File: src/rtl/play_capture_pkg.sv
// ----------------------------------------------------------------------------
// play_capture_pkg
//   Shared constants and types for the play-capture block.
//   NUM_PLAYERS : number of players feeding the comparator
//   PLAY_W      : width of one player's play
//   state_t     : capture FSM states (COLLECT while plays arrive, READY while
//                 the locked plays are presented to the comparator)
// ----------------------------------------------------------------------------
package play_capture_pkg;

    localparam int unsigned NUM_PLAYERS = 4;
    localparam int unsigned PLAY_W      = 3;

    typedef enum logic [0:0] {
        COLLECT = 1'b0,
        READY   = 1'b1
    } state_t;

endpackage

File: src/rtl/play_capture_round_timer.sv
// ----------------------------------------------------------------------------
// round_timer
//   Cycle timer that bounds how long a round may stay open.
//   clk     : clock, rising-edge active
//   rst     : asynchronous active-high reset, clears the count
//   clear   : synchronous clear (round restart)
//   enable  : count one per cycle while high
//   expired : high in the cycle where the count has reached TIMEOUT_CYCLES-1
// ----------------------------------------------------------------------------
module round_timer #(
    parameter int unsigned TIMEOUT_CYCLES = 1000
) (
    input  logic clk,
    input  logic rst,
    input  logic clear,
    input  logic enable,
    output logic expired
);

    localparam int unsigned     CNT_W = (TIMEOUT_CYCLES > 1) ? $clog2(TIMEOUT_CYCLES) : 1;
    localparam logic [CNT_W-1:0] LAST = CNT_W'(TIMEOUT_CYCLES - 1);

    logic [CNT_W-1:0] r_count;

    // Count stops at LAST so it never wraps back into a fresh window.
    always_ff @(posedge clk or posedge rst) begin
        if (rst) begin
            r_count <= '0;
        end else if (clear) begin
            r_count <= '0;
        end else if (enable && (r_count != LAST)) begin
            r_count <= r_count + CNT_W'(1);
        end
    end

    assign expired = enable && (r_count == LAST);

endmodule

File: src/rtl/play_capture.sv
// ----------------------------------------------------------------------------
// play_capture
//   Collects one play per player for a round, locks the first play each
//   player submits, and presents the complete set to a downstream comparator.
//   A round closes when all players have entered or the timer expires.
//   clk         : clock, rising-edge active
//   rst         : asynchronous active-high reset
//   enter       : strobe submitting value for player_sel
//   player_sel  : player index (0=J1 .. 3=J4)
//   value       : the submitted play
//   next_round  : strobe releasing a READY round
//   j1..j4      : locked plays
//   entered     : per-player lock flags (bit k = player k+1)
//   round_valid : registered, high while in READY
//   timed_out   : round closed with at least one player missing
//   round_num   : current round index, wraps modulo 2^ROUND_W
// ----------------------------------------------------------------------------
module play_capture
    import play_capture_pkg::*;
#(
    parameter int unsigned TIMEOUT_CYCLES = 1000,
    parameter int unsigned ROUND_W        = 4
) (
    input  logic                   clk,
    input  logic                   rst,
    input  logic                   enter,
    input  logic [1:0]             player_sel,
    input  logic [PLAY_W-1:0]      value,
    input  logic                   next_round,
    output logic [PLAY_W-1:0]      j1,
    output logic [PLAY_W-1:0]      j2,
    output logic [PLAY_W-1:0]      j3,
    output logic [PLAY_W-1:0]      j4,
    output logic [NUM_PLAYERS-1:0] entered,
    output logic                   round_valid,
    output logic                   timed_out,
    output logic [ROUND_W-1:0]     round_num
);

    state_t                               r_state;
    logic [NUM_PLAYERS-1:0][PLAY_W-1:0]   r_play;
    logic [NUM_PLAYERS-1:0]               r_entered;
    logic                                 r_round_valid;
    logic                                 r_timed_out;
    logic [ROUND_W-1:0]                   r_round_num;

    logic                                 w_accept;
    logic [NUM_PLAYERS-1:0]               w_sel_onehot;
    logic [NUM_PLAYERS-1:0]               w_entered_nxt;
    logic                                 w_all_in;
    logic                                 w_release;
    logic                                 w_timer_en;
    logic                                 w_expired;

    always_comb begin
        w_sel_onehot  = NUM_PLAYERS'(1) << player_sel;
        w_accept      = (r_state == COLLECT) && enter && !r_entered[player_sel];
        w_entered_nxt = r_entered | (w_accept ? w_sel_onehot : '0);
        w_all_in      = &w_entered_nxt;
        w_release     = (r_state == READY) && next_round;
        w_timer_en    = (r_state == COLLECT);
    end

    round_timer #(
        .TIMEOUT_CYCLES(TIMEOUT_CYCLES)
    ) u_round_timer (
        .clk    (clk),
        .rst    (rst),
        .clear  (w_release),
        .enable (w_timer_en),
        .expired(w_expired)
    );

    // Close-of-round decisions use the post-edge entered set, so an enter
    // arriving with timer expiry still counts toward a complete round.
    always_ff @(posedge clk or posedge rst) begin
        if (rst) begin
            r_state       <= COLLECT;
            r_play        <= '0;
            r_entered     <= '0;
            r_round_valid <= 1'b0;
            r_timed_out   <= 1'b0;
            r_round_num   <= '0;
        end else begin
            case (r_state)
                COLLECT: begin
                    if (w_accept) begin
                        r_play[player_sel] <= value;
                    end
                    r_entered <= w_entered_nxt;
                    if (w_all_in || w_expired) begin
                        r_state       <= READY;
                        r_round_valid <= 1'b1;
                        r_timed_out   <= !w_all_in;
                    end
                end
                READY: begin
                    if (next_round) begin
                        r_state       <= COLLECT;
                        r_play        <= '0;
                        r_entered     <= '0;
                        r_round_valid <= 1'b0;
                        r_timed_out   <= 1'b0;
                        r_round_num   <= r_round_num + ROUND_W'(1);
                    end
                end
                default: begin
                    r_state <= COLLECT;
                end
            endcase
        end
    end

    assign j1          = r_play[0];
    assign j2          = r_play[1];
    assign j3          = r_play[2];
    assign j4          = r_play[3];
    assign entered     = r_entered;
    assign round_valid = r_round_valid;
    assign timed_out   = r_timed_out;
    assign round_num   = r_round_num;

endmodule

File: config.mk
export PLATFORM = sky130hd
export DESIGN_NAME = play_capture
export DESIGN_NICKNAME = d
export VERILOG_FILES = /design/src/rtl/play_capture_pkg.sv /design/src/rtl/play_capture_round_timer.sv /design/src/rtl/play_capture.sv
export SDC_FILE = /design/constraint.sdc
export NUM_CORES = 1
export LEC_CHECK = 0
export CORE_MARGIN = 5
export CORE_UTILIZATION = 31
export DETAILED_ROUTE_END_ITERATION = 7
export MAX_ROUTING_LAYER = met4
export PLACE_DENSITY = 0.6
export SYNTH_ARGS = -nofsm -noshare
export SYNTH_HDL_FRONTEND = slang
export SYNTH_HIERARCHICAL = 1
export SYNTH_SLANG_ARGS = --single-unit
export TNS_END_PERCENT = 100
File: constraint.sdc
create_clock -name clk -period 3.3 [get_ports clk]
set_input_delay 0.99 -clock clk [delete_from_list [all_inputs] [get_ports clk]]
set_output_delay 0.99 -clock clk [all_outputs]
set_load 0.02 [all_outputs]
==> flow_summary.toml <==
[route]
ant_nets = 0
vias = 1427
viasPerCell = 5.11
drtIter0Drc = 69
drc_errors = 0
first_pass_iters = 4
wl_per_cell_um = 14.7
wl_um = 4090

[setup_path]
worst_setup_path_start_kind = "input port"
critPathMaxFanout = 16
crit_type = "in -> reg"
cp.required_ns = 3.50
arrival_ns = 2.61
crit_path_end_kind = "flip-flop"

[power]
power_leakage_nw = 0.975
ir_drop_mv = 0.442
p_clk_frac = 0.182
p_comb_frac = 0.459
power_density_nw_per_um2 = 925
seq_power_share = 0.359
intPower_mw = 1.30
p_sw_mw = 0.835
sw_frac_of_total = 0.392

[global_routing]
antenna_found_initial = 0
grt_max_degree = 24
grt_pass1_wl_um = 7290
grt_pass1_vias = 1483
track_usage = 0.126
overflow = 0

[clocking]
clk_latency_ns = 0.29
tritoncts = "built"
clock_path_buffers = 2
h-tree-depth = 2
clk_pin_slew_ns = 0.08
cts_root_buf = "clkbuf_8"
ctsResizeCount = 0
cts_setup_buffers = 0
holdBufCountCts = 0
clkSinkCount = 33
cts-buffers-inserted = 5

[placed_design]
dp_hpwl_um = 2940
portBuffers = 30
place.gp.congestion = 0.753

[floorplan]
core-area_um2 = 5820
start_util = 0.313
rows = 28
dieWidth_um = 86.6
ioPinCount = 31
die_area_um2 = 7500
die_h_um = 86.6

[run_status]
status = "finished clean"

[hold_path]
hp-class = "reg -> reg"

[logic_synthesis]
avgSynthCellArea_um2 = 10.7
synth_edf_count = 0
ys.flop_type = "dfrtp_1"
synthCells = 170
netlist_area_um2 = 1820
syn_nets = 181
ys_seq_elements = 33
ys_types = 54
async_flop_share = 1.00
yosysSeqAreaShare = 0.454
yosysWarnings = 6

[sta]
setup_viol = 0
final.min_clock_period_ns = 2.42
fmax_mhz = 414
fin_skew_ns = 0.00792
setup-tns-final_ns = 0
min_period_over_period = 0.732
tightest_slew_ns = 0.465
drv_slew = 0
holdWs_ns = 0.482
rsz0062_at_grt = "false"
slew_headroom = 0.689
finalHoldViolCount = 0

[final_layout]
antennaDiodeCount = 0
final_common_cell = "dfrtp_1"
final_cell_mix = "dfrtp_1 (33), clkdlybuf4s50_1 (30), inv_1 (11), nand2_1 (11), mux2i_1 (9)"
drive_above_1_share = 0.103
nets = 214
areaGrowthSynthToFinish_pct = 26.6

[run]
cap_violations = 0
## cells in the mapped netlist, types with 4 or more instances
cell | instances | area, µm²
dfrtp_1 | 33 | 826
inv_1 | 11 | 41.3
nand2_1 | 11 | 41.3
mux2i_1 | 9 | 90.1
a21oi_1 | 8 | 40.0
o2bb2ai_1 | 7 | 61.3
nor2b_1 | 6 | 37.5
or4_1 | 6 | 45.0
nand3_1 | 5 | 25.0
nand4_1 | 4 | 25.0
## worst paths after layout
path / cells after the start / from / end / slack (ns)
setup / recovery: 6 / next_round / u_round_timer/r_count[1] / 0.88
hold / removal: 1 / round_num[3] / round_num[3] / 0.48
setup reg to reg: 6 / u_round_timer/r_count[3] / r_state / 1.40
hold reg to reg: 1 / round_num[3] / round_num[3] / 0.48
max in group asynchronous: 3 / rst / round_num[2] / 1.99
min in group asynchronous: 2 / rst / u_round_timer/r_count[0] / 1.02
## routing by layer
| metal | global-route usage | routed length (µm) |
|---|---|---|
| met2 | 0.191 | 1900 |
| met3 | 0.0342 | 186 |
| met1 | 0.164 | 1940 |
| met4 | 0.0382 | 63 |
| met5 | - | 0 |
## final cells by class
class                   count  area [µm²]
fillers                   600        3510
multi-input cells         119         908
flip-flops and latches     33         826
repair buffers             32         315
well taps                  75        93.8
clock buffers               5        68.8
clock inverters             3        46.3
inverters                  12        45.0
## critical path, cell delays in order
cell and delay, ns:
clkdlybuf4s50_1 0.52, nand2_2 0.23, inv_2 0.16, nand2b_1 0.19
or4_1 0.41, o2111ai_1 0.12
## flip-flops by register name (all words and copies together) (netlist names)
| register | cells |
|---|---|
| j3 | 3 |
| u_round_timer/r_count | 10 |
| timed_out | 1 |
| j4 | 3 |
| j1 | 3 |
| round_num | 4 |
| entered | 4 |
| j2 | 3 |
| r_state | 1 |
| round_valid | 1 |
## cells by family after synthesis
group,count (synthesis),synth area share
buffers and inverters,18,0.0468
xor gates and xnor gates,4,0.0193
muxes,11,0.0640
adders and majority gates,2,0.0138
AOI/OAI and AO/OA,44,0.175
DFF,33,0.454
and+or+nand+nor,58,0.227
## power groups by stage
stage / Combinational [mW] / Clock [mW] / Sequential (mW)
6_report: 0.977 / 0.388 / 0.765
5_1_grt: 1.07 / 0.418 / 0.804
4_1_cts: 0.991 / 0.401 / 0.768
3_5_place_dp: 0.988 / 0 / 0.772
3_3_place_gp: 0.971 / 0 / 0.772
2_1_floorplan: 0.458 / 0 / 0.899
## per-stage QoR
stage	utilization	power, mW	setup slack (ns)	area, µm²	std cells
3_5_place_dp	0.376	1.76	0.574	2190	271
2_1_floorplan	-	1.36	1.36	1820	170
6_report	0.396	2.13	0.884	2300	279
4_1_cts	0.396	2.16	0.870	2300	279
3_3_place_gp	0.376	1.74	0.633	2190	271
5_1_grt	0.396	2.29	0.764	2300	279
No activity file was read; power rests on OpenSTA's default activity.
